## src/rtl/irq_ctrl_pkg.sv

```systemverilog
// rtl/irq_ctrl_pkg.sv - shared types and constants for the Z80 IM2 interrupt controller
package irq_ctrl_pkg;

  typedef enum logic [1:0] {
    IDLE = 2'd0,
    REQ  = 2'd1,
    ACK  = 2'd2
  } state_t;

  localparam logic [1:0] ADDR_MASK  = 2'd0;
  localparam logic [1:0] ADDR_VBASE = 2'd1;
  localparam logic [1:0] ADDR_PEND  = 2'd2;
  localparam logic [1:0] ADDR_ISR   = 2'd3;

  localparam int VEC_IDX_W = 3;

  // IM2 vector byte: upper nibble from VBASE, source index in bits 3:1, bit 0 always clear
  function automatic logic [7:0] make_vector(input logic [7:0] vbase, input logic [VEC_IDX_W-1:0] idx);
    return {vbase[7:4], idx, 1'b0};
  endfunction

endpackage

```

## src/rtl/irq_controller_prio_encoder.sv

```systemverilog
// rtl/irq_controller_prio_encoder.sv - fixed-priority encoder, highest set index wins
module prio_encoder
  import irq_ctrl_pkg::*;
#(
  parameter int N = 8
) (
  input  logic [N-1:0]         i_vec,
  output logic [VEC_IDX_W-1:0] o_idx,
  output logic                 o_any
);

  always_comb begin
    o_idx = '0;
    o_any = 1'b0;
    for (int i = 0; i < N; i++) begin
      if (i_vec[i]) begin
        o_idx = VEC_IDX_W'(i);
        o_any = 1'b1;
      end
    end
  end

endmodule

```

## src/rtl/irq_controller.sv

```systemverilog
// rtl/irq_controller.sv - Z80 mode-2 interrupt controller; IRQ_CTRL_NESTING_EN enables priority preemption
module irq_controller
  import irq_ctrl_pkg::*;
#(
  parameter int INPUT_QTY = 8
) (
  input  logic                 clk,
  input  logic                 rst_n,
  input  logic [INPUT_QTY-1:0] irq_in,
  input  logic                 cfg_we,
  input  logic [1:0]           cfg_addr,
  input  logic [7:0]           cfg_wdata,
  output logic [7:0]           cfg_rdata,
  input  logic                 m1_n,
  input  logic                 iorq_n,
  output logic                 int_n,
  output logic                 vec_oe,
  output logic [7:0]           vec_data
);

  state_t                 r_state;
  state_t                 w_state_nxt;
  logic [INPUT_QTY-1:0]   r_irq_prev;
  logic [INPUT_QTY-1:0]   r_pending;
  logic [INPUT_QTY-1:0]   r_mask;
  logic [INPUT_QTY-1:0]   r_isr;
  logic [7:0]             r_vbase;
  logic [VEC_IDX_W-1:0]   r_win_idx;
  logic                   r_int_n;
  logic                   r_vec_oe;
  logic [7:0]             r_vec_data;

  logic [INPUT_QTY-1:0]   w_edge;
  logic [INPUT_QTY-1:0]   w_eligible;
  logic [VEC_IDX_W-1:0]   w_win;
  logic                   w_win_any;
  logic [VEC_IDX_W-1:0]   w_isr_top;
  logic                   w_isr_any;
  logic                   w_blocked;
  logic                   w_inta;
  logic                   w_take;
  logic                   w_ack;
  logic                   w_done;
  logic                   w_eoi;
  logic [INPUT_QTY-1:0]   w_win_oh;
  logic [INPUT_QTY-1:0]   w_isr_oh;

  assign w_edge     = irq_in & ~r_irq_prev;
  assign w_eligible = r_pending & r_mask;
  assign w_inta     = !m1_n && !iorq_n;
  assign w_eoi      = cfg_we && (cfg_addr == ADDR_ISR) && w_isr_any;
  assign w_win_oh   = INPUT_QTY'(1) << r_win_idx;
  assign w_isr_oh   = INPUT_QTY'(1) << w_isr_top;

  prio_encoder #(.N(INPUT_QTY)) u_win_enc (
    .i_vec (w_eligible),
    .o_idx (w_win),
    .o_any (w_win_any)
  );

  prio_encoder #(.N(INPUT_QTY)) u_isr_enc (
    .i_vec (r_isr),
    .o_idx (w_isr_top),
    .o_any (w_isr_any)
  );

`ifdef IRQ_CTRL_NESTING_EN
  assign w_blocked = w_isr_any && (w_win <= w_isr_top);
`else
  assign w_blocked = w_isr_any;
`endif

  always_comb begin
    w_state_nxt = r_state;
    w_take      = 1'b0;
    w_ack       = 1'b0;
    w_done      = 1'b0;
    case (r_state)
      IDLE: if (w_win_any && !w_blocked) begin
        w_take      = 1'b1;
        w_state_nxt = REQ;
      end
      REQ: if (w_inta) begin
        w_ack       = 1'b1;
        w_state_nxt = ACK;
      end
      ACK: if (!w_inta) begin
        w_done      = 1'b1;
        w_state_nxt = IDLE;
      end
      default: w_state_nxt = IDLE;
    endcase
  end

  always_ff @(posedge clk) begin
    if (!rst_n) begin
      r_state    <= IDLE;
      r_irq_prev <= '0;
      r_pending  <= '0;
      r_mask     <= '0;
      r_isr      <= '0;
      r_vbase    <= '0;
      r_win_idx  <= '0;
      r_int_n    <= 1'b1;
      r_vec_oe   <= 1'b0;
      r_vec_data <= '0;
    end else begin
      r_state    <= w_state_nxt;
      r_irq_prev <= irq_in;
      // A fresh edge on the acknowledged source survives the ack clear
      r_pending  <= (r_pending & ~(w_ack ? w_win_oh : '0)) | w_edge;
      r_isr      <= (r_isr & ~(w_eoi ? w_isr_oh : '0)) | (w_ack ? w_win_oh : '0);
      if (cfg_we && cfg_addr == ADDR_MASK)  r_mask  <= cfg_wdata[INPUT_QTY-1:0];
      if (cfg_we && cfg_addr == ADDR_VBASE) r_vbase <= cfg_wdata;
      if (w_take) begin
        r_win_idx <= w_win;
        r_int_n   <= 1'b0;
      end
      if (w_ack) begin
        r_int_n    <= 1'b1;
        r_vec_oe   <= 1'b1;
        r_vec_data <= make_vector(r_vbase, r_win_idx);
      end
      if (w_done) r_vec_oe <= 1'b0;
    end
  end

  always_comb begin
    cfg_rdata = '0;
    case (cfg_addr)
      ADDR_MASK:  cfg_rdata = 8'(r_mask);
      ADDR_VBASE: cfg_rdata = r_vbase;
      ADDR_PEND:  cfg_rdata = 8'(r_pending);
      ADDR_ISR:   cfg_rdata = 8'(r_isr);
      default:    cfg_rdata = '0;
    endcase
  end

  assign int_n    = r_int_n;
  assign vec_oe   = r_vec_oe;
  assign vec_data = r_vec_data;

endmodule
```

## config.mk

```make
export PLATFORM = sky130hd
export DESIGN_NAME = irq_controller
export DESIGN_NICKNAME = d
export VERILOG_FILES = /design/src/rtl/irq_ctrl_pkg.sv /design/src/rtl/irq_controller_prio_encoder.sv /design/src/rtl/irq_controller.sv
export SDC_FILE = /design/constraint.sdc
export NUM_CORES = 1
export LEC_CHECK = 0
export BUFFER_PORTS_ARGS = -buffer_cell sky130_fd_sc_hd__buf_4
export CAP_MARGIN = 0
export CORE_MARGIN = 2
export CORE_UTILIZATION = 59
export CTS_BUF_LIST = sky130_fd_sc_hd__clkbuf_16
export DETAILED_ROUTE_END_ITERATION = 6
export PLACE_DENSITY = 0.81
export RECOVER_POWER = 25
export REMOVE_ABC_BUFFERS = 1
export SLEW_MARGIN = 5
export SYNTH_ARGS = -nofsm -noshare
export SYNTH_HDL_FRONTEND = slang
export SYNTH_SLANG_ARGS = --single-unit
```

## constraint.sdc

```tcl
create_clock -name clk -period 2.9 [get_ports clk]
set_input_delay 0 -clock clk [delete_from_list [all_inputs] [get_ports clk]]
set_output_delay 0 -clock clk [all_outputs]
set_load 0.05 [all_outputs]
```

# ---- Word-level counts from Yosys, hierarchy flattened
# Index checks and enable logic that the tools add are counted.
dict set report word_totals {
  register_bits 54
  inputBits 23
  elab_cells 87
  output_inout_bits 18
}
dict set report op_classes {
  n_reduce_logical 14
  bitwise 10
  n_shift 2
  mux 43
  eq_ne 8
}
# operator n
set op_table {}
lappend op_table {{bitwise AND 8 bit} 4}
lappend op_table {{one-hot mux 8 bit (4 select lines)} 1}
lappend op_table {{2-to-1 mux 1 bit} 24}
lappend op_table {{2-to-1 mux 3 bit} 8}
lappend op_table {{NOT 8 bit} 3}
lappend op_table {{2-to-1 mux 8 bit} 2}
lappend op_table {{OR 8 bit} 2}
lappend op_table {{left shift 1 x 3 -> 8 bit, first input constant} 2}
lappend op_table {{2-to-1 mux 2 bit} 7}
lappend op_table {{equality test 2 bit, second input constant} 3}
lappend op_table {{logical AND 1 bit} 6}
lappend op_table {{inequality test 2 bit, second input constant} 3}
lappend op_table {{one-hot mux 2 bit (3 select lines)} 1}
lappend op_table {{equality test 2 x 1 -> 1 bit, second input constant} 2}
lappend op_table {{zero test 2 bit} 2}
lappend op_table {{OR reduction 2 bit} 2}
lappend op_table {{zero test 1 bit} 3}
lappend op_table {{AND reduction 3 bit} 1}
lappend op_table {{NOT 1 bit} 1}

# ---- Longest topological paths before layout
# Gate-level depths: netlist of the first run.
dict set report depth {
  ltp_word 13
  mapped_depth 5
  depth_no_buf 4
}

# ---- Hierarchy
# A second synthesis of the first run with hierarchy kept.
dict set report unflattened {
  hier_cells 253
  area_unflattened_um2 2438.6
}
# module cells_each area_per_inst_um2 n_inst
set modules_own_cells {}
lappend modules_own_cells {irq_controller 229 2323.5 1}
lappend modules_own_cells {prio_encoder 12 57.6 2}

# ---- Worst setup path after synthesis of the first run
# OpenSTA, ideal clock, no wires.
dict set report synth_path {
  path_kind {reg-to-reg}
  start {register r_state[1]}
  end {register r_pending[0]}
  path_stages_with_launch 5
  path_slack_ns 1.306
  n_path_buf 0
  synth_period_minus_slack_ns 1.594
  setup_time_ns 0.128
  arrival_ns 1.466
  cell_sequence {dfxtp_1 > or4b_1 > or4_1 > a21oi_1 > nor2_1}
}
dict set report synth_between {
  elab_chain_cells 6
}
# item line_no
set synth_lines {}
lappend synth_lines {{from (decl)} irq_controller.sv:21} ;# state_t r_state;
lappend synth_lines {{from (signal assigned)} irq_controller.sv:108} ;# r_state <= w_state_nxt;
lappend synth_lines {{equality test 2 x 1 -> 1 bit} irq_controller.sv:78} ;# case (r_state)
lappend synth_lines {{2-to-1 mux 1 bit} irq_controller.sv:78}
lappend synth_lines {{2-to-1 mux 8 bit} irq_controller.sv:111} ;# r_pending <= (r_pending & ~(w_ack ? w_win_oh : '0)) | w_edge;
lappend synth_lines {{NOT 8 bit} irq_controller.sv:111}
lappend synth_lines {{bitwise AND 8 bit} irq_controller.sv:111}
lappend synth_lines {{OR 8 bit} irq_controller.sv:111}
lappend synth_lines {{to (signal assigned)} irq_controller.sv:111}
lappend synth_lines {{to (decl)} irq_controller.sv:24} ;# logic [INPUT_QTY-1:0] r_pending;
# No other way between the ends.
# A chain may end at the register's enable or synchronous reset.

# ---- Worst setup path after layout of the first run
# Same ends and word-level chain as after synthesis.

==> metrics, run 1 <==
status finished, violations left; failing checks hold timing; crit path launch type register; die extent in y approximately 67 um; WHS -0.00262 ns; Cell variety after synth 40; crit-path max FO 11; Power Density 540 mW/mm2; floorplan row count 22; Post-Syn Area approximately 0.0023 mm2; Bufs and invs on worst path 0; P_leak 1.16 nW; CORE AREA about 0.0037 mm2; part of the cycle the worst path needs between 70 and 80%; DR DRC count 0; post-layout min period 2.05 ns; Max Root-Sink Buffers 2; total track usage about 28%; via count 1987; Setup WS post-layout between 0.8 and 0.9 ns; TritonCTS clock tree built; met2 GRT Util between 40% and 50%; CP Depth 4; Syn. warnings 0; Cell Int Power around 1.2 mW; final number of max-transition violations 0; Worst Hold Path Cells 2; Placement Setup Slack ~0.95 ns; GR Layer Usage met1 around 36%; VDD IR-drop max 370 uV; Crit-path slowest cell or4b_1; wire per inst approximately 16 um; Top Family by Delay on Critical Path simple AND/OR/NAND/NOR gates; clock share of power between 30 and 40%; die area between 0.004 and 0.005 mm2; RSZ-0062 raised after global routing no; layout cell share with drive strength beyond 1 16.6%; H-Tree Depth 2; Seq/Total Area, Yosys 46.7%; synth-to-layout area growth 24.6%; met3 GRT Util under 10%; CTS Buf Count 5; global-route wire length before repair around 9000 um; Iteration-0 DRC Markers 170; CP max stage delay ~0.8 ns; kind of critical path register to register; Die Wd between 60 and 70 um; Gate power share 12.9%; Worst Max-Slew Pin Slew just under 0.7 ns; Worst-path clk slew 0.06 ns; post-detail-place hpwl around 3700 um; Post-synth top flop dfxtp_1; number of gates resized after cts 0; share of flip-flops with an asynchronous set or reset 0%; largest net degree at the start of global routing 23; Most Crowded Layer GR met2; net switching power 0.382 mW; Flop pwr share between 50% and 60%; worst-path cell chain or4b_1 -> or4_1 -> a21oi_1 -> nor2_1; Port Buffers 39; clk_skew between 0.002 and 0.003 ns; number of flops mapped to enable cells by yosys 0; Hold Path Class input pin to register; Worst-Skew Late Latency a little under 0.3 ns; fmax a little under 500 MHz; root buf cell clkbuf_16; post-synthesis area per instance 9.44 um2; Worst EP required a little over 3 ns; n_diodes 0; GPL Wtd Cong ~0.86; clock sink count 54; Final ANT Viol Nets 0; nets@finish 318; drt total wl between 5000 and 6000 um; via/cell ratio ~5.8; # setup viols final 0; # IOs roughly 40; max cap viols 0; Reg2Reg Depth 4; TNS Setup 0 ns; Mapped Cells 245; Final Hold Viols 1; starting density of the core between 60% and 70%; Yosys reg bits 54; Crit. End Element register; initial antenna violation count 0; grt ovf 0; Worst EP arrival ~2.2 ns; Sw Ratio 24.5%; number of global-route vias before repair about 2000; drt pass-1 iters 4; Slew Limit Headroom 54.0%
kinds of logic (layout without fill, tap and decap cells):
group / Yosys count / count (layout) / share of synthesized area, %
muxes: 24 / 24 / 14.7
xor gates and xnor gates: 1 / 1 / 0.379
other: 1 / 1 / 0.162
buffers and inverters: 19 / 69 / 3.62
and+or+nand+nor: 97 / 97 / 21.6
AOI/OAI and AO/OA: 49 / 49 / 12.8
DFF: 54 / 54 / 46.7
repair_timing:
| action | CTS | global route |
|---|---|---|
| endpoints found under the setup margin | 0 | 0 |
| hold buffers | 16 | 0 |
| endpoints found under the hold margin | 25 | 0 |
| buffers inserted | 0 | 0 |
power groups by stage:
stage / logic (mW) / registers [mW] / clock network (mW)
final: 0.202 / 0.803 / 0.553
after global routing: 0.220 / 0.807 / 0.589
after CTS: 0.203 / 0.802 / 0.558
after detailed placement: 0.184 / 0.819 / 0
after global placement: 0.180 / 0.817 / 0
after floorplan: 0.111 / 0.816 / 0
metal layers:
layer  wire length (um)  vias up  part of all wire (%)
li1                   -      964                     -
met1               2260      947                    42
met2               2670       64                    50
met3                330       12                   6.1
met4                121        0                   2.2
met5                  0        -                     0
cell usage in the layout (no fill, tap or decap), types with 3 or more instances in the layout:
master,instances
dfxtp_1,54
nor2b_1,8
a21oi_1,26
mux2i_1,16
nor2_1,28
clkbuf_4,8
nand3_1,5
a22oi_1,3
inv_1,6
clkbuf_1,8
o21a_1,4
and2_1,8
mux4_2,8
buf_4,26
o21ai_0,8
nand2_1,23
nand2b_1,5
nor3_1,3
dlygate4sd3_1,16
clkbuf_16,5
per-stage QoR:
stage / instances / util (%) / total power [mW] / instance area (um2)
floorplan: 230 / - / 0.927 / 2240
global placement: 320 / 70.5 / 0.998 / 2620
detailed placement: 320 / 70.5 / 1.00 / 2620
CTS: 343 / 78.4 / 1.56 / 2910
global route: 343 / 77.6 / 1.62 / 2880
finish: 343 / 77.6 / 1.56 / 2880
path summary, 6_finish.rpt:
| kind | startpoint | to | slack, ns |
|---|---|---|---|
| worst max-delay path | r_state[1] | r_pending[0] | 0.85 |
| worst min-delay path | rst_n | int_n | -0.003 |
| worst max register to register | r_state[1] | r_pending[0] | 0.85 |
| worst min register to register | vec_data[3] | vec_data[3] | 0.46 |
cell usage after synthesis (2+ instances only):
cell type	n	area, um2
a21oi_1	26	130
a22oi_1	3	22.5
and2_1	8	50.1
and3_1	2	12.5
buf_2	4	20.0
buf_4	2	15.0
clkbuf_1	9	33.8
dfxtp_1	54	1080
inv_1	4	15.0
mux2i_1	16	160
mux4_2	8	180
nand2_1	23	86.3
nand2b_1	5	31.3
nand3_1	5	25.0
nand3b_1	2	15.0
nor2_1	28	105
nor2b_1	8	50.1
nor3_1	3	15.0
nor3b_1	2	15.0
nor4_1	2	12.5
o21a_1	4	30.0
o21ai_0	8	40.0
or3_1	2	12.5
registers in the layout, summed over array words and instances, names as in the netlist:
signal / cells
r_state: 2
int_n: 1
r_isr: 8
vec_oe: 1
r_vbase: 8
r_pending: 8
r_mask: 8
vec_data: 7
r_win_idx: 3
r_irq_prev: 8
layout make-up:
cell class	instances	area, um2
fill	270	833
clock inverter	2	7.51
inverter	4	15.0
multi-input combinational	172	1150
sequential	54	1080
timing repair buffer	58	445
tap	48	60.1
clock buffer	5	125
Power figures use the tool's default switching activity.
==> run 2, diff against run 1 <==
--- a/config.mk
+++ b/config.mk
@@ -8,10 +8,10 @@
 export BUFFER_PORTS_ARGS = -buffer_cell sky130_fd_sc_hd__buf_4
 export CAP_MARGIN = 0
 export CORE_MARGIN = 2
-export CORE_UTILIZATION = 59
+export CORE_UTILIZATION = 55
 export CTS_BUF_LIST = sky130_fd_sc_hd__clkbuf_16
 export DETAILED_ROUTE_END_ITERATION = 6
-export PLACE_DENSITY = 0.81
+export PLACE_DENSITY = 0.76
 export RECOVER_POWER = 25
 export REMOVE_ABC_BUFFERS = 1
 export SLEW_MARGIN = 5
==> constraint.sdc (replaced) <==
create_clock -name clk -period 2.01 [get_ports clk]
set_input_delay 0 -clock clk [delete_from_list [all_inputs] [get_ports clk]]
set_output_delay 0 -clock clk [all_outputs]
set_load 0.05 [all_outputs]
==> run 2 against run 1 <==
  * The run now ends clean
  * Via count down 0.91%
  * Global-route usage down 2.4 points
  * Combinational power up 47%
  * Sequential power up 44%
  * First-iteration DRC count down 42%
  * Register-to-register slack worse by 0.53 ns
  * Worst hold slack better by 0.061 ns
  * Routed wire length up 0.85%
  * Sequential cell count unchanged
  * Die area up 6.8%
  * Non-clock buffer count up 4
  * Largest cell class unchanged
  * Largest power group unchanged
==> metrics, run 2 (synthesized netlist as in run 1, its figures left out) <==
status complete, no violations; floorplan row count 23 (+4.5%); Port Buffers 39 (unchanged); Setup WS post-layout 0.301 ns (-0.548 ns); crit path launch type input pin; uppermost layer routed met4; CP max stage delay 0.52 ns (-0.26 ns); RSZ-0062 raised after global routing no; WHS 0.0585 ns (+0.0611 ns); wire per inst 15.5 um (-1.2%); Slew Limit Headroom 56.1% (+2.1 points); part of the cycle the worst path needs between 80% and 90%; drt total wl 5430 um (+0.85%); Critical Path Source rst_n; GPL Wtd Cong 0.834 (-3.4%); Die Wd 68.9 um (+3.4%); fmax 585 MHz; reg-to-reg startpoint r_state[1]; CTS Hold Bufs 17 (+1); # setup viols final 0 (unchanged); post-layout min period between 1.5 and 2 ns; TNS Setup 0 ns (unchanged); worst hold start iorq_n; crit-path max FO 31 (+20); kind of critical path input pin to register; die area 0.00474 mm2 (+6.8%); final number of max-transition violations 0 (unchanged); n_diodes 0 (unchanged); layout cell share with drive strength beyond 1 17.3% (+0.72 points); Placed Cells 325 (+1.6%); Final Hold Viols 0 (-1); Hold Path Class input pin to register; post-route cell area 0.00293 mm2 (+1.7%); WL met3 253 um (-23%); Bufs and invs on worst path 4 (+4); largest net degree at the start of global routing 32 (+39%); clock sink count 54 (unchanged); P_leak 1.17 nW (+1.4%); fin cells 350 (+2.0%); Crit-path slowest cell dlygate4sd3_1; Worst-path clk slew 0.07 ns (about the same); Final ANT Viol Nets 0 (unchanged); met1 WL 2500 um (+11%); post-detail-place hpwl 3750 um (+2.5%); total track usage 25.8% (-2.4 points); Iteration-0 DRC Markers 99 (-42%); Sw Ratio 24.9% (+0.36 points); Tot Pwr 2.27 mW (+46%); clock share of power 35.9% (+0.4 points); initial antenna violation count 0 (unchanged); Worst EP arrival 1.91 ns (-0.32 ns); H-Tree Depth 2 (unchanged); Flop pwr share 51.1% (-0.5 points); via/cell ratio 5.63 (-2.9%); number of gates resized after cts 0 (unchanged); Gate power share 13.0% (about the same); CTS Buf Count 5 (unchanged); synth-to-layout area growth 26.7%; root buf cell clkbuf_16; global-route wire length before repair 8850 um (-4.3%); Top Family by Delay on Critical Path buffers and inverters; WL met2 2590 um (-2.8%); most frequent cells in the layout dfxtp_1, buf_4, nor2_1; clk_skew 0.00498 ns (+0.00227 ns); Worst EP required 2.21 ns (-0.87 ns); die extent in y 68.9 um (+3.4%); worst-path cell chain dlygate4sd3_1 -> clkbuf_1 -> inv_1 -> buf_12 -> a311oi_1; number of global-route vias before repair 1862 (-5.9%); Worst Max-Slew Pin Slew 0.658 ns (-0.0307 ns); commonest non-fill, non-tap cell in the layout dfxtp_1; CORE AREA 0.00403 mm2 (+8.4%); Placement Setup Slack 0.335 ns (-0.618 ns); via count 1969 (-0.91%); DR DRC count 0 (unchanged); TritonCTS clock tree built; Fill cells 327 (+21%); placed inst area 0.00266 mm2 (+1.4%); VDD IR-drop max 534 uV (+44%); max cap viols 0 (unchanged); Max Root-Sink Buffers 2 (unchanged); Cell Int Power 1.71 mW (+45%); net switching power 0.564 mW (+48%); Layout Utilization 72.8% (-4.8 points); Worst-Skew Late Latency 0.29 ns (about the same); grt ovf 0 (unchanged); # IOs 41 (unchanged); drt pass-1 iters 4 (unchanged); nets@finish 322 (+1.3%); post-CTS setup buffer count 0 (unchanged); starting density of the core 57.4% (-4.8 points); Power Density 774 mW/mm2 (+43%); Crit. End Element register
run 2: cell count changes in the layout (fill, tap and decap cells not counted):
cell,change
and2_0,+6
and2_1,-6
buf_12,+1
buf_4,+9
clkbuf_1,+1
clkbuf_4,-8
clkinv_1,+1
clkinv_2,+1
dlygate4sd3_1,+1
inv_1,-1
run 2: layout make-up:
cell class | instances | area (um2) | area share (%)
clock buffers | 5 | 125 | 4.27
clock inverters | 3 | 12.5 | 0.427
inverters | 4 | 15.0 | 0.512
multi-input cells | 172 | 1150 | 39.2
flip-flops and latches | 54 | 1080 | 36.9
well taps | 50 | 62.6 | 2.13
repair buffers | 62 | 487 | 16.6
run 2: routing by layer:
layer	up-vias	track usage, %
met5	-	0
met4	0	7.60
met3	10	5.84
met2	51	41.1
met1	936	35.1
li1	972	-
run 2: power by group through the flow:
| stage | Sequential [mW] | Combinational (mW) | Clock, mW |
|---|---|---|---|
| floorplan | 1.18 | 0.160 | 0 |
| global placement | 1.18 | 0.267 | 0 |
| detailed placement | 1.18 | 0.270 | 0 |
| CTS | 1.16 | 0.298 | 0.831 |
| global route | 1.17 | 0.321 | 0.877 |
| finish | 1.16 | 0.296 | 0.814 |
run 2: tightest hold or removal path, cell delays in order:
cell     delay [ns]
buf_4          0.09
nor4b_1        0.05
nand2_1        0.10
a21oi_1        0.06
run 2: path summary, 6_finish.rpt:
path                       end  slack [ns]  cells after the start
setup / recovery  r_win_idx[0]        0.30                      5
hold / removal     vec_data[3]        0.06                      4
setup reg to reg  r_pending[1]        0.32                      5
hold reg to reg    vec_data[2]        0.45                      2
